<file path="config.mk">
export PLATFORM = sky130hd
export DESIGN_NAME = bank_reader_flat
export DESIGN_NICKNAME = d
export VERILOG_FILES = /design/src/rtl/bank_pkg.sv /design/src/rtl/bank_reader_if.sv /design/src/rtl/bank_rd_fifo.sv /design/src/rtl/bank_reader.sv /design/src/flat_wrapper.sv
export SDC_FILE = /design/constraint.sdc
export NUM_CORES = 1
export LEC_CHECK = 0
export CORE_MARGIN = 8
export CORE_UTILIZATION = 50
export CTS_BUF_LIST = sky130_fd_sc_hd__clkbuf_8 sky130_fd_sc_hd__clkbuf_16
export DETAILED_ROUTE_END_ITERATION = 10
export GPL_TIMING_DRIVEN = 0
export HOLD_SLACK_MARGIN = 0.15
export PLACE_DENSITY = 0.76
export REMOVE_ABC_BUFFERS = 1
export SYNTH_ARGS = -nofsm -noshare
export SYNTH_HDL_FRONTEND = slang
export SYNTH_SLANG_ARGS = --single-unit
</file>
<file path="constraint.sdc">
create_clock -name vsi_clk -period 4.42 [get_ports vsi_clk]
set_input_delay 1.326 -clock vsi_clk [delete_from_list [all_inputs] [get_ports vsi_clk]]
set_output_delay 1.326 -clock vsi_clk [all_outputs]
set_load 0.005 [all_outputs]
</file>
<file path="src/rtl/bank_pkg.sv">
// Shared constants and state encoding for the bank storage block and its
// read/write initiators.
package bank_pkg;

    localparam int DATA_W      = 128;
    localparam int ADDR_W      = 7;
    localparam int BANK_RD_LAT = 1;

    typedef enum logic [1:0] {
        IDLE,
        RUN,
        DRAIN,
        DONE
    } bank_rd_state_t;

endpackage

</file>
<file path="src/rtl/bank_reader_if.sv">
// Command, bank read port and output stream of the bank reader.
// The master modport is the reader; the slave modport is its environment.
interface bank_reader_if #(
    parameter int DATA_W = bank_pkg::DATA_W,
    parameter int ADDR_W = bank_pkg::ADDR_W
);

    logic              start;
    logic [ADDR_W-1:0] base_addr;
    logic [ADDR_W:0]   count;
    logic              busy;
    logic              done;
    logic              vsi_outputChipSelect;
    logic [ADDR_W-1:0] vsi_outputAddr;
    logic [DATA_W-1:0] vsi_outputData;
    logic              m_valid;
    logic              m_ready;
    logic [DATA_W-1:0] m_data;
    logic              m_last;

    modport master (
        input  start, base_addr, count, vsi_outputData, m_ready,
        output busy, done, vsi_outputChipSelect, vsi_outputAddr,
               m_valid, m_data, m_last
    );

    modport slave (
        output start, base_addr, count, vsi_outputData, m_ready,
        input  busy, done, vsi_outputChipSelect, vsi_outputAddr,
               m_valid, m_data, m_last
    );

endinterface

</file>
<file path="src/rtl/bank_rd_fifo.sv">
// Synchronous FIFO that buffers bank read data; head word is visible
// combinationally and reads as zero while empty.
module bank_rd_fifo #(
    parameter int WIDTH = 128,
    parameter int DEPTH = 4
) (
    input  logic                   clk,
    input  logic                   rst,
    input  logic                   i_push,
    input  logic [WIDTH-1:0]       i_data,
    input  logic                   i_pop,
    output logic [WIDTH-1:0]       o_data,
    output logic [$clog2(DEPTH):0] o_used,
    output logic                   o_empty,
    output logic                   o_full
);

    localparam int PTR_W = $clog2(DEPTH);

    logic [WIDTH-1:0] r_mem [DEPTH];
    logic [PTR_W-1:0] r_wr_ptr;
    logic [PTR_W-1:0] r_rd_ptr;
    logic [PTR_W:0]   r_used;
    logic             w_do_push;
    logic             w_do_pop;

    assign w_do_pop  = i_pop & ~o_empty;
    assign w_do_push = i_push & (~o_full | w_do_pop);

    // NOTE: storage has no reset; the empty flag masks stale words instead.
    always_ff @(posedge clk) begin
        if (w_do_push) r_mem[r_wr_ptr] <= i_data;
    end

    // NOTE: state registers use non-blocking assignment so every reader sees
    // the pre-edge value regardless of block evaluation order.
    always_ff @(posedge clk or posedge rst) begin
        if (rst) begin
            r_wr_ptr <= '0;
            r_rd_ptr <= '0;
            r_used   <= '0;
        end else begin
            if (w_do_push) r_wr_ptr <= r_wr_ptr + PTR_W'(1);
            if (w_do_pop)  r_rd_ptr <= r_rd_ptr + PTR_W'(1);
            case ({w_do_push, w_do_pop})
                2'b10:   r_used <= r_used + (PTR_W+1)'(1);
                2'b01:   r_used <= r_used - (PTR_W+1)'(1);
                default: r_used <= r_used;
            endcase
        end
    end

    assign o_empty = (r_used == '0);
    assign o_full  = (r_used == (PTR_W+1)'(DEPTH));
    assign o_used  = r_used;
    assign o_data  = o_empty ? '0 : r_mem[r_rd_ptr];

endmodule

</file>
<file path="src/rtl/bank_reader.sv">
// Sweeps a wrapping address range of the bank and streams the words out,
// issuing reads only while the return FIFO is guaranteed to have room.
module bank_reader #(
    parameter int DATA_W     = bank_pkg::DATA_W,
    parameter int ADDR_W     = bank_pkg::ADDR_W,
    parameter int FIFO_DEPTH = 4
) (
    input  logic          vsi_clk,
    input  logic          vsi_reset,
    bank_reader_if.master bus
);

    import bank_pkg::*;

    localparam int USED_W = $clog2(FIFO_DEPTH) + 1;
    localparam int CNT_W  = USED_W + 1;
    localparam logic [ADDR_W:0] CNT_ONE = (ADDR_W+1)'(1);

    bank_rd_state_t         r_state;
    logic                   r_busy;
    logic                   r_done;
    logic                   r_cs;
    logic [ADDR_W-1:0]      r_addr;
    logic [ADDR_W:0]        r_count;
    logic [ADDR_W:0]        r_issued;
    logic [ADDR_W:0]        r_beat;
    logic [BANK_RD_LAT-1:0] r_inflight;

    logic [USED_W-1:0]      w_used;
    logic                   w_empty;
    logic                   w_full;
    logic                   w_push;
    logic                   w_pop;
    logic                   w_last;
    logic                   w_credit;
    logic [CNT_W-1:0]       w_outstanding;
    logic [DATA_W-1:0]      w_head;

    // Words already owed to the FIFO: buffered, on the bank bus, or being read.
    // NOTE: always_comb assigns a default first so no path infers a latch.
    always_comb begin
        w_outstanding = CNT_W'(w_used) + CNT_W'(r_cs);
        for (int i = 0; i < BANK_RD_LAT; i++) begin
            w_outstanding = w_outstanding + CNT_W'(r_inflight[i]);
        end
    end

    assign w_credit = ~w_full & (w_outstanding < CNT_W'(FIFO_DEPTH));
    assign w_push   = r_inflight[BANK_RD_LAT-1];
    assign w_pop    = ~w_empty & bus.m_ready;
    assign w_last   = ~w_empty & (r_beat + CNT_ONE == r_count);

    always_ff @(posedge vsi_clk or posedge vsi_reset) begin
        if (vsi_reset) begin
            r_state    <= IDLE;
            r_busy     <= 1'b0;
            r_done     <= 1'b0;
            r_cs       <= 1'b0;
            r_addr     <= '0;
            r_count    <= '0;
            r_issued   <= '0;
            r_beat     <= '0;
            r_inflight <= '0;
        end else begin
            r_inflight <= (r_inflight << 1) | BANK_RD_LAT'(r_cs);
            if (w_pop) r_beat <= r_beat + CNT_ONE;

            case (r_state)
                IDLE: begin
                    r_done <= 1'b0;
                    if (bus.start) begin
                        if (bus.count != '0) begin
                            r_state  <= RUN;
                            r_busy   <= 1'b1;
                            r_cs     <= 1'b1;
                            r_addr   <= bus.base_addr;
                            r_count  <= bus.count;
                            r_issued <= CNT_ONE;
                            r_beat   <= '0;
                        end else begin
                            r_state <= DONE;
                            r_done  <= 1'b1;
                        end
                    end
                end
                RUN: begin
                    // r_issued counts reads already scheduled, including this cycle's.
                    if (r_issued == r_count) begin
                        r_cs    <= 1'b0;
                        r_state <= DRAIN;
                    end else if (w_credit) begin
                        r_cs     <= 1'b1;
                        r_addr   <= r_addr + ADDR_W'(1);
                        r_issued <= r_issued + CNT_ONE;
                    end else begin
                        r_cs <= 1'b0;
                    end
                end
                DRAIN: begin
                    if (w_pop && w_last) begin
                        r_state <= DONE;
                        r_busy  <= 1'b0;
                        r_done  <= 1'b1;
                    end
                end
                DONE: begin
                    r_done  <= 1'b0;
                    r_state <= IDLE;
                end
                default: r_state <= IDLE;
            endcase
        end
    end

    bank_rd_fifo #(
        .WIDTH (DATA_W),
        .DEPTH (FIFO_DEPTH)
    ) u_fifo (
        .clk     (vsi_clk),
        .rst     (vsi_reset),
        .i_push  (w_push),
        .i_data  (bus.vsi_outputData),
        .i_pop   (w_pop),
        .o_data  (w_head),
        .o_used  (w_used),
        .o_empty (w_empty),
        .o_full  (w_full)
    );

    assign bus.busy                 = r_busy;
    assign bus.done                 = r_done;
    assign bus.vsi_outputChipSelect = r_cs;
    assign bus.vsi_outputAddr       = r_addr;
    assign bus.m_valid              = ~w_empty;
    assign bus.m_data               = w_head;
    assign bus.m_last               = w_last;

endmodule

</file>
<file path="src/flat_wrapper.sv">
// flat-port wrapper written by rule: the top's interface ports become plain ports
module bank_reader_flat import bank_pkg::*;
#(
    parameter int DATA_W     = bank_pkg::DATA_W,
    parameter int ADDR_W     = bank_pkg::ADDR_W,
    parameter int FIFO_DEPTH = 4
)
  (vsi_clk, vsi_reset, bus_start, bus_base_addr, bus_count, bus_vsi_outputData, bus_m_ready, bus_busy, bus_done, bus_vsi_outputChipSelect, bus_vsi_outputAddr, bus_m_valid, bus_m_data, bus_m_last);
  bank_reader_if #(.DATA_W(DATA_W), .ADDR_W(ADDR_W)) bus_i ();
  input  logic vsi_clk;
  input  logic vsi_reset;
  input wire logic [$bits(bus_i.start)-1:0] bus_start;
  input wire logic [$bits(bus_i.base_addr)-1:0] bus_base_addr;
  input wire logic [$bits(bus_i.count)-1:0] bus_count;
  input wire logic [$bits(bus_i.vsi_outputData)-1:0] bus_vsi_outputData;
  input wire logic [$bits(bus_i.m_ready)-1:0] bus_m_ready;
  output wire logic [$bits(bus_i.busy)-1:0] bus_busy;
  output wire logic [$bits(bus_i.done)-1:0] bus_done;
  output wire logic [$bits(bus_i.vsi_outputChipSelect)-1:0] bus_vsi_outputChipSelect;
  output wire logic [$bits(bus_i.vsi_outputAddr)-1:0] bus_vsi_outputAddr;
  output wire logic [$bits(bus_i.m_valid)-1:0] bus_m_valid;
  output wire logic [$bits(bus_i.m_data)-1:0] bus_m_data;
  output wire logic [$bits(bus_i.m_last)-1:0] bus_m_last;
  assign bus_i.start = bus_start;
  assign bus_i.base_addr = bus_base_addr;
  assign bus_i.count = bus_count;
  assign bus_i.vsi_outputData = bus_vsi_outputData;
  assign bus_i.m_ready = bus_m_ready;
  assign bus_busy = bus_i.busy;
  assign bus_done = bus_i.done;
  assign bus_vsi_outputChipSelect = bus_i.vsi_outputChipSelect;
  assign bus_vsi_outputAddr = bus_i.vsi_outputAddr;
  assign bus_m_valid = bus_i.m_valid;
  assign bus_m_data = bus_i.m_data;
  assign bus_m_last = bus_i.m_last;
  bank_reader #(.DATA_W(DATA_W), .ADDR_W(ADDR_W), .FIFO_DEPTH(FIFO_DEPTH)) u_core (.vsi_clk(vsi_clk), .vsi_reset(vsi_reset), .bus(bus_i));
endmodule
</file>
Word-level counts from Yosys, hierarchy flattened. Memories as Yosys holds them, arrays and structs flattened. Cells that the tools add are included.

Register bits after elaboration: 44. Bits in writable memories: 512. Output and inout bits: 140. Logic and storage cells: 93. Memories kept: 1.

$add $sub $neg: 9. Order comparisons: 1. Equal/unequal tests: 14. Muxes and demuxes: 34. Bitwise gates (word level): 8. Reduce and logical (&&, ||, !) cells: 14.

Memory list: u_core.u_fifo.r_mem (words 4, bits a word 128, rd ports 1, clocked after Yosys merged registers in 0, wr ports 1, line bank_rd_fifo.sv:20) `logic [WIDTH-1:0] r_mem [DEPTH];`.

Operator list (number): $mux W128 (1); $mux W8 (8); $mux W7 (4); $add A8 B1 Y8 const B (2); $eq A8 B8 Y1 (2); $pmux W8 S2 (1); $pmux W7 S2 (1); $mux W1 (10); $reduce_and A3 Y1 (3); $mux W2 (4); $ne A2 B1 Y1 const B (4); $pmux W2 S4 (1); $reduce_bool A8 Y1 (1); $add A7 B1 Y7 const B (1); $eq A2 B2 Y1 const B (3); $pmux W3 S2 (1); $reduce_bool A2 Y1 (3); $and A1 B1 Y1 (5); $reduce_and A5 Y1 (1); $add A2 B1 Y2 const B (2); $add A3 B1 Y4 (1); $add A4 B1 Y4 (1); $eq A2 B1 Y1 const B (2); $lt A4 B3 Y1 const B (1); 14 further kinds (17).

Longest topological paths before layout. Gate-level depths: netlist (run 1).

Depth after elaboration: 8. Depth in mapped cells: 10. Gate-level depth less buffers: 10.

Cells and area by module. From an unflattened synthesis (run 1), not the netlist that was laid out.

Cells, all modules: 1091. Area, all modules: 22028.6 sq um.

By module, submodules not included: bank_rd_fifo (times used 1, cells an instance 867, area an instance 19829.0 sq um, sequential area each 15549.9 sq um); bank_reader (times used 1, cells an instance 224, area an instance 2199.6 sq um, sequential area each 925.9 sq um).

Least setup slack after synthesis (run 1). No wires, ideal clock.

Path type: input to register. Start point: in bus_m_ready. End point: mem u_core.u_fifo.r_mem[0][0], enable pin. Data arrival time: 4.540 ns. Slack: -0.623 ns. Stages on the path: 2. Path buffers: 0. Cells stage by stage: o41a_1 -> and2_1.

Word-level cells in the longest chain between the ends: 6.

RTL lines: from (decl) (line flat_wrapper.sv:16) `input wire logic [$bits(bus_i.m_ready)-1:0] bus_m_ready;`; $and A1 B1 Y1 (line bank_reader.sv:50) `assign w_pop = ~w_empty & bus.m_ready;`; $and A1 B1 Y1 (line bank_rd_fifo.sv:27) `assign w_do_pop = i_pop & ~o_empty;`; $or A1 B1 Y1 (line bank_rd_fifo.sv:28) `assign w_do_push = i_push & (~o_full | w_do_pop);`; $and A1 B1 Y1 (line bank_rd_fifo.sv:28); $mux W1 (line bank_rd_fifo.sv:32) `if (w_do_push) r_mem[r_wr_ptr] <= i_data;`; $mux W1 (implied by the code) (line bank_rd_fifo.sv:32); to (decl) (line bank_rd_fifo.sv:20).

No other way between the ends.

Worst setup path in the final report (run 1).
Start point: reg u_core.u_fifo.r_used[1] (netlist: u_core.u_fifo.o_used[1]). End point: out bus_m_data[80].

Word-level cells in the longest chain between the ends: 2.

RTL lines: from (decl) (line bank_rd_fifo.sv:23) `logic [PTR_W:0] r_used;`; from (signal assigned) (line bank_rd_fifo.sv:46) `2'b10: r_used <= r_used + (PTR_W+1)'(1);`; from (signal assigned) (line bank_rd_fifo.sv:47) `2'b01: r_used <= r_used - (PTR_W+1)'(1);`; from (signal assigned) (line bank_rd_fifo.sv:48) `default: r_used <= r_used;`; $logic_not A3 Y1 (line bank_rd_fifo.sv:53) `assign o_empty = (r_used == '0);`; $mux W128 (line bank_rd_fifo.sv:56) `assign o_data = o_empty ? '0 : r_mem[r_rd_ptr];`; to (decl) (line flat_wrapper.sv:22) `output wire logic [$bits(bus_i.m_data)-1:0] bus_m_data;`.

No other way between the ends.

==> summary.txt, run 1 <==
Status
  • Status: finished, final reports clean

Place
  • Dpl cells: 1925
  • Port-buffer cells: 286
  • HPWL Detailed: 29250 um
  • Final Wtd Congestion: 0.7916
  • Placed inst area: 25800 um2

Setup path
  • Worst-path fanout max: 33
  • Worst EP required: 3.09 ns
  • CP endpoint kind: output port
  • Crit path launch type: flop
  • CP arrival: 2.98 ns
  • Critical path class: flop to output port

Power and ir drop
  • Sw Share: 29.41%
  • Sw Pwr: 6.249 mW
  • Maximum VDD drop: 0.4856 mV
  • Leak: 9.242 nW
  • Clock power frac: 22.0%
  • PD cells: 766.7 nW/um2
  • Int Power: 15.00 mW
  • Combinational share of power: 39.0%
  • Seq pwr share: 38.9%

Yosys
  • Average cell area after synthesis: 20.15 um2
  • Post-synthesis sequential area ratio: 75.09%
  • Largest family of logic cells by synthesized area: multiplexers
  • Syn Std Cell Area: 21940 um2
  • EDFF count, synth: 512
  • Adder-Cell Fraction of Synth Area: 0.8325%
  • Yosys warns: 0
  • Syn Inst Count: 1089
  • Synth Area in XOR/XNOR: 1.237%
  • Post-synthesis simple-gate area fraction: 5.925%
  • Synth async-reset ratio: 7.914%
  • Post-synthesis compound-gate area fraction: 1.557%
  • Yosys reg bits: 556
  • Ys flop type: edfxtp_1
  • Mux contribution to synthesized area: 14.08%
  • Synth top area cells: edfxtp_1 70%, mux4_2 13%, dfrtp_1 5.0%, and2_1 3.8%, xnor2_1 1.0%
  • Synth unique cells: 55
  • Cell taking the most area after synthesis: edfxtp_1
  • Area share of the largest cell type after synthesis: 70.07%

Global routing
  • First-pass GRT wire length: 71590 um
  • Vias in the first global route: 11660
  • Largest net degree at the start of global routing: 66
  • GRT Overall Usage: 18.61%
  • Total grt overflow: 0
  • Initial antenna violation count: 5

Routing
  • Initial DRC count: 892
  • WL final: 47570 um
  • DRT antenna net count: 0
  • Vias per cell: 5.499
  • Avg WL per Cell: 23.41 um
  • DRT Pass-1 Iters: 5
  • Vias: 11170
  • DR DRC count: 0

Flow run
  • Max-cap viol count: 0

Clock network
  • Worst-Skew Late Latency: 0.60 ns
  • CTS tree: built
  • H-tree levels: 2
  • Clock Path Buffers: 3
  • Root buf cell: clkbuf_16
  • Hold-fix buffers, CTS: 0
  • Clock transition at path regs: 0.06 ns
  • Clock Sinks: 556
  • CTS buffer count: 55

Finish
  • Area growth syn-to-layout: 26.30%
  • Nets: 1562
  • Final Instance Area: 27710 um2
  • Layout cell share with drive strength beyond 1: 17.68%
  • Final non-filler cell total: 2032

Timing
  • Slew Limit Fails: 0
  • Final period utilization: 97.33%
  • RSZ-0062 raised after global routing: true
  • Worst hold slack: 0.4705 ns
  • Tmin final: 4.302 ns
  • Rel. slew slack: 32.10%
  • Final setup fails: 0
  • Hold Fails Final Rpt: 0
  • Slew @ Worst Pin: 1.018 ns
  • Fmax: 232.5 MHz
  • Clock Skew: 0.02868 ns

Die
  • Starting Density: 50.83%
  • Boundary pin count: 287
  • DIE HEIGHT: 225.5 um
  • # rows: 76
  • Die W: 225.5 um
  • Core area: 43170 um2
  • Die ar.: 50840 um2

Min path
  • Min-delay worst type: flop to flop
[repair_timing]
item,4_1_cts,5_1_grt
buffers inserted,3,0
gates resized for setup,0,1
pin swaps,0,0
cloned,1,0
setup endpoints to repair,112,13
[path summary, 6_finish.rpt]
check	slack [ns]	to	depth (start not counted)	start
max in group asynchronous	3.02	u_core.u_fifo.r_rd_ptr[1]$_DFFE_PP0N_	3	vsi_reset
min reg2reg	0.47	u_core.r_inflight$_DFF_PP0_	0	u_core.bus.vsi_outputChipSelect$_DFFE_PP0P_
max reg2reg	1.17	u_core.u_fifo.o_used[2]$_DFFE_PP0P_	10	u_core.u_fifo.o_used[1]$_DFFE_PP0P_
min	0.47	u_core.r_inflight$_DFF_PP0_	0	u_core.bus.vsi_outputChipSelect$_DFFE_PP0P_
max	0.12	bus_m_data[80]	4	u_core.u_fifo.o_used[1]$_DFFE_PP0P_
min in group asynchronous	0.93	u_core.bus.vsi_outputAddr[0]$_DFFE_PP0P_	2	vsi_reset
[critical path, stage by stage, from the launching register on]
cell	delay, ns
dfrtp_1	0.38
inv_1	0.29
nand3_2	0.78
and2_1	0.44
clkdlybuf4s50_1	0.47
[cell type report]
type                    instances  area (um2)
diodes                          5       12.51
clock buffers                  56        1401
clock inverters                42       434.2
fillers                      3005       15460
inverters                      18       67.56
multi-input cells             464        5231
flip-flops and latches        556       16480
well taps                     585       732.0
repair buffers                306        3351
[power groups by stage]
stage | logic [mW] | registers, mW | clock network (mW)
floorplan | 4.16 | 8.77 | 0
global placement | 6.74 | 8.81 | 0
detailed placement | 8.22 | 8.49 | 0
CTS | 8.52 | 8.29 | 4.80
global route | 8.95 | 8.42 | 4.97
finish | 8.30 | 8.27 | 4.68
[placed cells by master (no fill, tap or decap), drive strengths merged, types with 14 or more instances in the layout]
| cell | Yosys | layout |
|---|---|---|
| mux4 | 128 | 128 |
| dfrtp | 44 | 44 |
| inv | 18 | 25 |
| clkinv | 0 | 26 |
| o21ai | 14 | 14 |
| nor2 | 14 | 14 |
| clkdlybuf4s50 | 0 | 286 |
| edfxtp | 512 | 512 |
| and2 | 133 | 133 |
| clkbuf | 31 | 56 |
| nand3 | 21 | 22 |
| xnor2 | 25 | 25 |
| nand2 | 19 | 19 |
| buf | 21 | 20 |
[synth_stat cells, drive strengths merged (2+ instances only)]
master	instances
or3	7
mux2i	8
nand3	21
a21oi	13
dfrtp	44
o21ai	14
nor4	3
nor2	14
buf	21
nor4b	3
a211oi	5
nand2	19
ha	13
mux2	11
xor2	6
mux4	128
xnor2	25
and3	3
nor2b	3
inv	18
o21a	2
edfxtp	512
and2	133
clkbuf	31
nand4	5
nor3	3
o2111ai	2
[registers in the layout, indices dropped and copies added, names as in the netlist]
signal,count
u_core.bus.busy,1
u_core.bus.done,1
u_core.bus.vsi_outputAddr,7
u_core.bus.vsi_outputChipSelect,1
u_core.r_beat,8
u_core.r_count,8
u_core.r_inflight,1
u_core.r_issued,8
u_core.r_state,2
u_core.u_fifo.o_used,3
u_core.u_fifo.r_mem,512
u_core.u_fifo.r_rd_ptr,2
u_core.u_fifo.r_wr_ptr,2
[metal layers]
metal | vias up | GRT usage (%) | wire length (um)
li1 | 4986 | - | -
met3 | 61 | 5.153 | 3430
met1 | 5794 | 24.50 | 19790
met4 | 4 | 5.597 | 915
met2 | 328 | 30.16 | 23410
met5 | - | 0 | 24
[cell families after synthesis]
logic type | after synthesis
AO/OA/AOI/OAI | 50
adder cells (fa/ha/maj) | 14
XOR/XNOR | 31
multiplexers | 147
AND/OR/NAND/NOR | 221
buffers and inverters | 70
flip-flops | 556
[stage by stage]
| step | TNS (ns) | setup WS, ns | utilization [%] | power, mW |
|---|---|---|---|---|
| detailed placement | 0 | 0.06258 | 59.76 | 16.71 |
| finish | 0 | 0.1180 | 64.19 | 21.25 |
| floorplan | -667.63 | -2.710 | - | 12.94 |
| global route | -0.01864 | -0.007428 | 64.17 | 22.34 |
| CTS | 0 | 0.04742 | 64.16 | 21.60 |
| global placement | -2695.38 | -5.694 | 58.66 | 15.56 |
(Power assumes the default switching activity.)
==> inputs of run 2 (changes only) <==
Settings changed: SKIP_CTS_REPAIR_TIMING set to 1.
==> summary.txt, run 2 (synthesis results as in run 1) <==
Status
  • Status: finished, final reports clean

Timing
  • Slew @ Worst Pin: 0.9964 ns (-0.02207 ns)
  • Hold Fails Final Rpt: 0 (unchanged)
  • Final setup fails: 0 (unchanged)
  • Rel. slew slack: 32.96% (+0.86 points)
  • Clock Skew: 0.02727 ns (-0.001408 ns)
  • Final period utilization: 96.10% (-1.2 points)
  • Slew Limit Fails: 0 (unchanged)
  • RSZ-0062 raised after global routing: false
  • Final WS setup: 0.1724 ns (+0.05435 ns)
  • Tmin final: 4.248 ns (-0.05435 ns)
  • Fmax: 235.4 MHz (+1.3%)

Setup path
  • Critical Path, Cell by Cell: ha_1, nand4_1, xnor2_1, a211o_1, a211oi_1, clkdlybuf4s50_1
  • CP Buf/Inv Count: 1 (-1)
  • Worst-path fanout max: 6 (-82%)
  • Crit-path slowest cell: clkdlybuf4s50_1
  • Worst EP required: 3.09 ns (about the same)
  • Critical path's top delay family: compound AO/OA/AOI/OAI gates
  • Critical path class: flop to output port
  • CP peak stage delay: 0.57 ns (-0.21 ns)
  • Crit path launch type: flop
  • Flop-to-flop setup slack: 1.27 ns (+0.10 ns)
  • CP arrival: 2.92 ns (-0.06 ns)
  • CP endpoint kind: output port

Clock network
  • Clock Sinks: 556 (unchanged)
  • H-tree levels: 2 (unchanged)
  • Root buf cell: clkbuf_16
  • Worst-Skew Late Latency: 0.60 ns (about the same)
  • Clock Path Buffers: 3 (unchanged)
  • CTS tree: built
  • Clock transition at path regs: 0.06 ns (about the same)
  • CTS buffer count: 55 (unchanged)

Place
  • Setup WS pre-CTS: 0.06258 ns (unchanged)
  • Final Wtd Congestion: 0.7916 (unchanged)
  • Placed inst area: 25800 um2 (unchanged)
  • HPWL Detailed: 29250 um (unchanged)
  • Port-buffer cells: 286 (unchanged)

Routing
  • Vias per cell: 5.489 (-0.18%)
  • WL final: 47280 um (-0.62%)
  • Initial DRC count: 829 (-7.1%)
  • Vias: 11140 (-0.28%)
  • Avg WL per Cell: 23.29 um (-0.52%)
  • DR DRC count: 0 (unchanged)
  • DRT Pass-1 Iters: 5 (unchanged)
  • DRT antenna net count: 0 (unchanged)

Finish
  • Largest Register: u_core.u_fifo.r_mem
  • Filler Cells Inserted: 3008 (+0.10%)
  • Final Instance Area: 27710 um2 (about the same)
  • Area growth syn-to-layout: 26.28% (about the same)
  • Most frequent cells in the layout: 512 x edfxtp_1, 286 x clkdlybuf4s50_1, 129 x and2_1
  • Commonest non-fill, non-tap cell in the layout: edfxtp_1
  • Layout cell share with drive strength beyond 1: 17.61% (-0.069 points)
  • Nets: 1562 (unchanged)
  • Max reg flops: 512 (unchanged)

Power and ir drop
  • Overall Power: 21.22 mW (-0.13%)
  • Maximum VDD drop: 0.4958 mV (+2.1%)
  • PD cells: 765.8 nW/um2 (-0.11%)
  • Leak: 9.243 nW (about the same)

Global routing
  • Largest net degree at the start of global routing: 68 (+3.0%)
  • M3 GR Usage: 5.049% (-0.10 points)
  • Gr busiest metal: met2
  • Total grt overflow: 0 (unchanged)
  • First-pass GRT wire length: 70210 um (-1.9%)
  • Vias in the first global route: 11670 (+0.043%)
  • Initial antenna violation count: 4 (-1)
  • Met2 GRT Util: 29.85% (-0.31 points)
  • GRT Overall Usage: 18.11% (-0.50 points)
  • GR Util met1: 23.39% (-1.1 points)

Die
  • Die W: 225.5 um (unchanged)
  • DIE HEIGHT: 225.5 um (unchanged)
  • Die ar.: 50840 um2 (unchanged)
  • Starting Density: 50.83% (unchanged)
  • # rows: 76 (unchanged)
  • Boundary pin count: 287 (unchanged)
  • Core area: 43170 um2 (unchanged)

Flow run
  • Max-cap viol count: 0 (unchanged)

Min path
  • Min-delay worst type: flop to flop
run 2: cell types whose count changed in the layout (fill, tap and decap cells not counted):
cell     previous run  this run
inv_1              22        23
diode_2             5         3
inv_2               2         1
run 2: cell type report:
| class | count | area, um2 | share of cell area [%] |
|---|---|---|---|
| antenna | 3 | 7.507 | 0.02709 |
| inverter | 18 | 67.56 | 0.2438 |
| clock buffer | 56 | 1401 | 5.058 |
| tap | 585 | 732.0 | 2.642 |
| timing repair buffer | 306 | 3351 | 12.09 |
| sequential | 556 | 16480 | 59.49 |
| multi-input combinational | 464 | 5231 | 18.88 |
| clock inverter | 42 | 434.2 | 1.567 |
run 2: final timing paths:
kind | start | to | cells after the start
max in group asynchronous | vsi_reset | u_core.u_fifo.r_rd_ptr[1]$_DFFE_PP0N_ | 3
min in group asynchronous | vsi_reset | u_core.bus.vsi_outputAddr[0]$_DFFE_PP0P_ | 2
worst min register to register | u_core.bus.vsi_outputChipSelect$_DFFE_PP0P_ | u_core.r_inflight$_DFF_PP0_ | 0
worst max register to register | u_core.u_fifo.o_used[0]$_DFFE_PP0P_ | u_core.u_fifo.o_used[2]$_DFFE_PP0P_ | 10
worst max-delay path | u_core.r_beat[0]$_DFF_PP0_ | bus_m_last | 6
worst min-delay path | u_core.bus.vsi_outputChipSelect$_DFFE_PP0P_ | u_core.r_inflight$_DFF_PP0_ | 0
run 2: where the power goes:
group / switching [mW] / internal (mW) / total, mW / leakage (nW)
Clock: 1.91 / 2.76 / 4.68 / 0.921
Combinational: 3.77 / 4.51 / 8.28 / 3.04
Sequential: 0.543 / 7.72 / 8.27 / 5.28
run 2: through the flow:
stage          hold WS [ns]  instances  utilization (%)  TNS [ns]
4_1_cts              0.4611       2023            64.01    -14.36
6_report             0.4653       2030            64.18         0
2_1_floorplan        0.4099       1037                -   -667.63
5_1_grt              0.4785       2028            64.17         0
3_3_place_gp         0.4311       1908            58.66  -2695.38
3_5_place_dp         0.4457       1925            59.76         0
run 2: layer usage:
metal | part of all wire (%) | wire length (um)
met2 | 50 | 23490
met1 | 41 | 19610
met3 | 7.0 | 3298
met5 | 0.023 | 11
met4 | 1.8 | 867
